--- src/rtl/fir_seq_param.sv ---
// Time-multiplexed signed FIR filter: one multiply-accumulate per clock across TAPS taps,
// run-time loadable coefficients, round-half-up and saturate to the sample width.
module fir_seq_param #(
    parameter int unsigned DW     = 16,
    parameter int unsigned CW     = 16,
    parameter int unsigned TAPS   = 11,
    parameter int unsigned AW     = 4,
    parameter int unsigned ACCW   = 40,
    parameter int unsigned OSHIFT = 15
) (
    input  logic          clk,
    input  logic          reset_p,
    input  logic [DW-1:0] x,
    input  logic          act,
    output logic          ready,
    output logic [DW-1:0] y,
    output logic          y_valid,
    input  logic          coef_we,
    input  logic [AW-1:0] coef_addr,
    input  logic [CW-1:0] coef_wdata
);
    localparam int unsigned IW = $clog2(TAPS);
    localparam int unsigned PW = DW + CW;

    localparam logic [IW-1:0]        LastIdx = IW'(TAPS - 1);
    localparam logic [AW:0]          TapsA   = (AW + 1)'(TAPS);
    localparam logic signed [ACCW:0] Half    = (ACCW + 1)'(1) << (OSHIFT - 1);
    localparam logic signed [ACCW:0] YMax    = {{(ACCW - DW + 2){1'b0}}, {(DW - 1){1'b1}}};
    localparam logic signed [ACCW:0] YMin    = {{(ACCW - DW + 2){1'b1}}, {(DW - 1){1'b0}}};

    typedef enum logic [1:0] {StIdle, StMac, StOut} state_e;

    state_e                  state_q, state_d;
    logic signed [DW-1:0]    sr_q   [TAPS];
    logic signed [DW-1:0]    sr_d   [TAPS];
    logic signed [CW-1:0]    coef_q [TAPS];
    logic signed [CW-1:0]    coef_d [TAPS];
    logic signed [ACCW-1:0]  acc_q, acc_d;
    logic [IW-1:0]           idx_q, idx_d;
    logic [DW-1:0]           y_q, y_d;
    logic                    y_valid_q, y_valid_d;

    logic                    accept;
    logic                    coef_wr;
    logic signed [PW-1:0]    prod;
    logic signed [ACCW:0]    rnd;
    logic signed [ACCW:0]    shr;

    assign accept  = act && (state_q == StIdle);
    assign coef_wr = coef_we && (state_q == StIdle) && ({1'b0, coef_addr} < TapsA);
    assign prod    = sr_q[idx_q] * coef_q[idx_q];
    // One extra bit so adding the rounding constant can never wrap.
    assign rnd     = {acc_q[ACCW-1], acc_q} + Half;
    assign shr     = rnd >>> OSHIFT;

    always_comb begin
        state_d   = state_q;
        sr_d      = sr_q;
        coef_d    = coef_q;
        acc_d     = acc_q;
        idx_d     = idx_q;
        y_d       = y_q;
        y_valid_d = 1'b0;

        // Applied before the MAC starts, so a write alongside an accept is seen by that sample.
        if (coef_wr) begin
            coef_d[coef_addr[IW-1:0]] = coef_wdata;
        end

        unique case (state_q)
            StIdle: begin
                if (accept) begin
                    for (int unsigned k = 1; k < TAPS; k++) begin
                        sr_d[IW'(k)] = sr_q[IW'(k - 1)];
                    end
                    sr_d[0] = x;
                    acc_d   = '0;
                    idx_d   = '0;
                    state_d = StMac;
                end
            end
            StMac: begin
                acc_d = acc_q + {{(ACCW - PW){prod[PW-1]}}, prod};
                idx_d = idx_q + IW'(1);
                if (idx_q == LastIdx) begin
                    state_d = StOut;
                end
            end
            StOut: begin
                if (shr > YMax) begin
                    y_d = YMax[DW-1:0];
                end else if (shr < YMin) begin
                    y_d = YMin[DW-1:0];
                end else begin
                    y_d = shr[DW-1:0];
                end
                y_valid_d = 1'b1;
                state_d   = StIdle;
            end
            default: begin
                state_d = StIdle;
            end
        endcase
    end

    always_ff @(posedge clk) begin
        if (reset_p) begin
            state_q   <= StIdle;
            sr_q      <= '{default: '0};
            coef_q    <= '{default: '0};
            acc_q     <= '0;
            idx_q     <= '0;
            y_q       <= '0;
            y_valid_q <= 1'b0;
        end else begin
            state_q   <= state_d;
            sr_q      <= sr_d;
            coef_q    <= coef_d;
            acc_q     <= acc_d;
            idx_q     <= idx_d;
            y_q       <= y_d;
            y_valid_q <= y_valid_d;
        end
    end

    assign ready   = (state_q == StIdle);
    assign y       = y_q;
    assign y_valid = y_valid_q;

endmodule

--- config.mk ---
export PLATFORM = sky130hd
export DESIGN_NAME = fir_seq_param
export DESIGN_NICKNAME = d
export VERILOG_FILES = /design/src/rtl/fir_seq_param.sv
export SDC_FILE = /design/constraint.sdc
export NUM_CORES = 2
export LEC_CHECK = 0
export BUFFER_PORTS_ARGS = -buffer_cell sky130_fd_sc_hd__clkbuf_2
export CAP_MARGIN = 10
export CORE_MARGIN = 4
export CORE_UTILIZATION = 39
export DETAILED_ROUTE_END_ITERATION = 6
export PLACE_DENSITY_LB_ADDON = 0.2
export SYNTH_ARGS = -nofsm -noshare
export SYNTH_HDL_FRONTEND = slang
export SYNTH_SLANG_ARGS = --single-unit
--- constraint.sdc ---
create_clock -name clk -period 14.3 [get_ports clk]
set_input_delay 2.86 -clock clk [delete_from_list [all_inputs] [get_ports clk]]
set_output_delay 2.86 -clock clk [all_outputs]
set_load 0.005 [all_outputs]
Word level (Yosys, flattened, before mapping)
Index checks and enable logic that the tools add are counted.

Flip-flop bits (word level): 415. Output and inout port bits: 18.

$add $sub $neg: 3. $mul: 1. Magnitude comparators: 6. Eq/ne operators: 5. Mux-type cells: 19. Bitwise gates (word level): 2. Reduce and logical (&&, ||, !) cells: 9.

Operators by type and width (count): bitwise mux 176 bit (1); binary-select mux 16 bit (select 4 bit) (2); two-way mux 16 bit (7); one-hot mux 40 bit (2 select lines) (1); demux 16 bit (select 4 bit) (1); adder 40 x 16 -> 41 bit (second input constant) (1); adder 40 bit (1); two-way mux 40 bit (1); multiplier 16 x 16 -> 32 bit (1); > comparator 26 x 16 -> 1 bit (second input constant) (1); less-than comparator 26 x 16 -> 1 bit (second input constant) (1); >= comparator 5 bit (second input constant) (2); inverter 4 -> 5 bit (2); one-hot mux 4 bit (2 select lines) (1); AND reduction 2 bit (3); less-than comparator 5 x 1 -> 1 bit (second input constant) (1); adder 4 x 1 -> 4 bit (second input constant) (1); == test 4 bit (second input constant) (1); logical AND 1 bit (4); less-than comparator 4 bit (second input constant) (1); two-way mux 2 bit (2); two-way mux 4 bit (1); one-hot mux 2 bit (2 select lines) (1); == test 2 x 1 -> 1 bit (second input constant) (1); other kinds (6) (6).

Longest topological paths before layout
Depth in word-level cells: 7. Mapped depth: 44.

Worst setup path after synthesis
No wires, ideal clock.

Kind: reg-to-reg. From: reg idx_q[0]. To: reg acc_q[37]. Library setup time: 117 ps. Arrival: 9400 ps. Data required time: 14183 ps. Path slack: 4783 ps. Stages on the path, launching flop included: 38. Buffers on the path: 3. Cells stage by stage: dfxtp_1 > buf_2 > buf_1 > mux4_2 > mux2i_1 > nor2_1 > a21oi_1 > clkbuf_1 > nor2_1 > fa_1 > fa_1 > fa_1 > fa_1 > fa_1 > inv_1 > fa_1 > inv_1 > ha_1 > (+2 left out) > a21o_1 > a21o_1 > a21oi_1 > nand4_1 > a31o_2 > a21oi_1 > xnor2_1 > ha_1 > a21oi_1 > o21ai_0 > a31oi_1 > o211ai_1 > a21o_1 > a311oi_1 > o21ai_0 > a21oi_1 > xnor2_1 > a22o_1.

Longest elaborated chain between the ends: 7. Elaborated cells on any way between the ends: 10.

RTL lines: start: declaration (RTL line 39) `logic [IW-1:0] idx_q, idx_d;`; start signal: assignment (RTL line 120) `idx_q <= idx_d;`; inverter 4 -> 5 bit (not written as such) * (RTL line 51) `assign prod = sr_q[idx_q] * coef_q[idx_q];`; binary-select mux 16 bit (select 4 bit) (RTL line 51); two-way mux 16 bit (not written as such) (2 in a row) (RTL line 51); multiplier 16 x 16 -> 32 bit * (RTL line 51); adder 40 bit * (RTL line 83) `acc_d = acc_q + {{(ACCW - PW){prod[PW-1]}}, prod};`; one-hot mux 40 bit (2 select lines) * (RTL line 70) `unique case (state_q)`; end signal: assignment (RTL line 111) `acc_q <= '0;`; end signal: assignment (RTL line 119) `acc_q <= acc_d;`; end: declaration (RTL line 38) `logic signed [ACCW-1:0] acc_q, acc_d;`.

Mark *: on every way between the ends. The rest lies on a longest branch, timed or not. The select of a mux whose other input is x is not followed. A chain may end at the register's enable or synchronous reset.

Final worst setup path
Same ends and word-level chain as after synthesis.

==> qor.yml <==
synth:
  ys_async_sr_fraction: 0
  netlist_instances: 3530
  netlist_area_sq_um: 29400
  ys_seq_area_frac: 0.283
  ys_seq_elements: 415
  postSynth.topFlopCell: "dfxtp_1"
  yosys_warnings: 0
  synth.distinct_cells: 61
  synth-edff-count: 0
  syn_nets: 3959
  syn_area_per_cell_sq_um: 8.32
layout:
  multi_input_area_sq_um: 19000
  final_cells: 4471
  nets: 3893
  fillers: 7549
  areaGrowthSynthToFinish_pct: 8.69
  drive_above_1_share: 0.0820
  fin_area_sq_um: 31900
  seq_area_sq_um: 8320
worst_setup_path:
  path_class: "register to register"
  r2r-start: "idx_q[0]$_SDFFE_PP0P_"
  critPathSlowestCell: "dfxtp_4"
  critPathCaptureType: "register"
  cp.arrival_ps: 11350
  startpoint: "idx_q[0]$_SDFFE_PP0P_"
  cp_slowest_stage_delay_ps: 820
  critPathMaxFanout: 40
  crit_top_cell: "fa_1"
  critPathLaunchType: "register"
  worstPathRequired_ps: 14790
hold_path:
  hold_class: "register to register"
  worstHoldStart: "sr_q[78]$_SDFFE_PP0P_"
sta:
  setup_viol: 0
  timing.final.crit_share: 0.760
  hold_violations: 0
  slew_headroom: 0.251
  max_freq_mhz: 92.0
  worst_pin_slew_ps: 1120
  setup_tns_ps: 0
  slew_violations: 0
  hold_slack_ps: 440
  min_period_ps: 10870
  rsz0062_at_grt: "false"
  finClkSkew_ps: 31.4
clock_tree:
  cts_made_buffers: 46
  clock_sinks: 415
  cts_setup_buffers: 0
  cts-root-buf: "clkbuf_16"
  cts_resized: 0
  path_clk_slew_ps: 60
  cts_tree: "done"
  cts_hold_buffers: 0
  clk_latency_ps: 610
  clk_path_buf_depth: 3
  htreeDepth: 2
floorplan:
  die_w_microns: 282
  coreArea_sq_um: 74600
  die_area_sq_um: 79700
  die_h_microns: 282
  pin_count: 58
  start_util: 0.394
  rows: 100
drt:
  detail_route.iter0.violations: 1736
  drt_pass1_iterations: 5
  antenna_left: 0
  vias_per_cell: 5.17
  drc_errors: 0
  drt-total-wl_microns: 79500
  wl_per_cell_microns: 17.8
  vias: 23100
global_routing:
  antenna_found_initial: 1
  grt_use_total: 0.199
  grt_pass1_vias: 22500
  grt_max_degree: 196
  grt_pass1_wl_microns: 127000
  grt_overflow_total: 0
power_and_ir_drop:
  cellLeakagePower_uw: 0.0130
  p_per_area_nw_per_um2: 80.4
  ir_worst_vdd_uv: 104
place:
  place_area_sq_um: 30400
  place_congestion: 0.837
  dpl.cell_count: 4385
  hpwl_microns: 54900
  port_buffers: 57
outcome:
  outcome: "complete, no violations"
job:
  cap_violations: 0
[flip-flops by register name, summed over array words and instances, names as in the netlist]
signal   count
coef_q     176
y           16
state_q      2
sr_q       176
y_valid      1
acc_q       40
idx_q        4
[cell usage after synthesis (all sizes together) (13+ instances only)]
cell      n  share of area
a22oi    14         0.0036
o21ai    46         0.0081
nor3     21         0.0038
or2      17         0.0036
mux4     64          0.049
o22ai    18         0.0038
nor2b    17         0.0036
nand2   790           0.10
xor2     22         0.0066
a211oi   20         0.0070
and3     16         0.0034
nor2    304          0.039
xnor2    60          0.018
a31oi    13         0.0028
a21o     26         0.0066
dfxtp   415           0.28
a21oi   428          0.073
ha      126          0.054
nand3    38         0.0071
mux2i    99          0.034
nand2b   42         0.0089
buf      23         0.0035
fa      263           0.18
clkbuf  191          0.024
inv     353          0.045
[power by group]
group	internal (uW)	switching [uW]
clock	640	518
combinational	64.7	158
sequential	1170	16.8
total	1870	693
[kinds of logic after synthesis]
group,synth area share
xor+xnor,0.0245
fa+ha+maj,0.233
flops,0.283
compound gates,0.125
mux,0.0828
simple gates,0.179
buf+inv,0.0730
[area by class of cell]
cell class / instances / share of cell area
timing repair buffer: 100 / 0.0198
clock buffer: 65 / 0.0392
multi-input combinational: 2548 / 0.594
clock inverter: 20 / 0.00686
antenna: 1 / 0.0000784
sequential: 415 / 0.261
inverter: 353 / 0.0415
tap: 969 / 0.0380
[per-stage QoR]
| step | util | total power, uW | worst slack [ps] |
|---|---|---|---|
| 6_report | 0.428 | 2570 | 3430 |
| 5_1_grt | 0.428 | 2670 | 2720 |
| 4_1_cts | 0.428 | 2600 | 3380 |
| 3_5_place_dp | 0.408 | 1430 | 3470 |
| 3_3_place_gp | 0.408 | 1430 | 3480 |
| 2_1_floorplan | - | 1360 | 4780 |
[final timing paths]
path,end,slack [ps],depth (start not counted)
hold / removal,sr_q[62]$_SDFFE_PP0P_,440,2
setup reg to reg,acc_q[37]$_SDFFE_PP0P_,3430,34
setup / recovery,acc_q[37]$_SDFFE_PP0P_,3430,34
hold reg to reg,sr_q[62]$_SDFFE_PP0P_,440,2
[critical path, delay by kind of cell (launching register included)]
family / cells / cell delay (ps)
AO/OA/AOI/OAI: 13 / 3440
XOR/XNOR: 1 / 80
adder cells (fa/ha/maj): 8 / 3920
buffers and inverters: 6 / 1280
flip-flops: 1 / 820
AND/OR/NAND/NOR: 6 / 1120
[layer usage]
layer  up-vias  part of all wire  track usage
li1      11300                 -            -
met1     11200              0.49        0.297
met2       526              0.44        0.307
met3       100             0.050       0.0276
met4         0             0.022       0.0497
met5         -                 0            0
[placed cells by master, fill, tap and decap left out, types with 42 or more instances in the layout]
cell type / instances
a21oi_1: 428
xnor2_1: 60
mux2i_1: 99
clkbuf_16: 46
nand2_1: 789
inv_1: 353
buf_4: 42
mux4_2: 64
clkbuf_2: 56
dfxtp_1: 411
ha_1: 126
nor2_1: 297
fa_1: 263
Power figures use the tool's default switching activity.
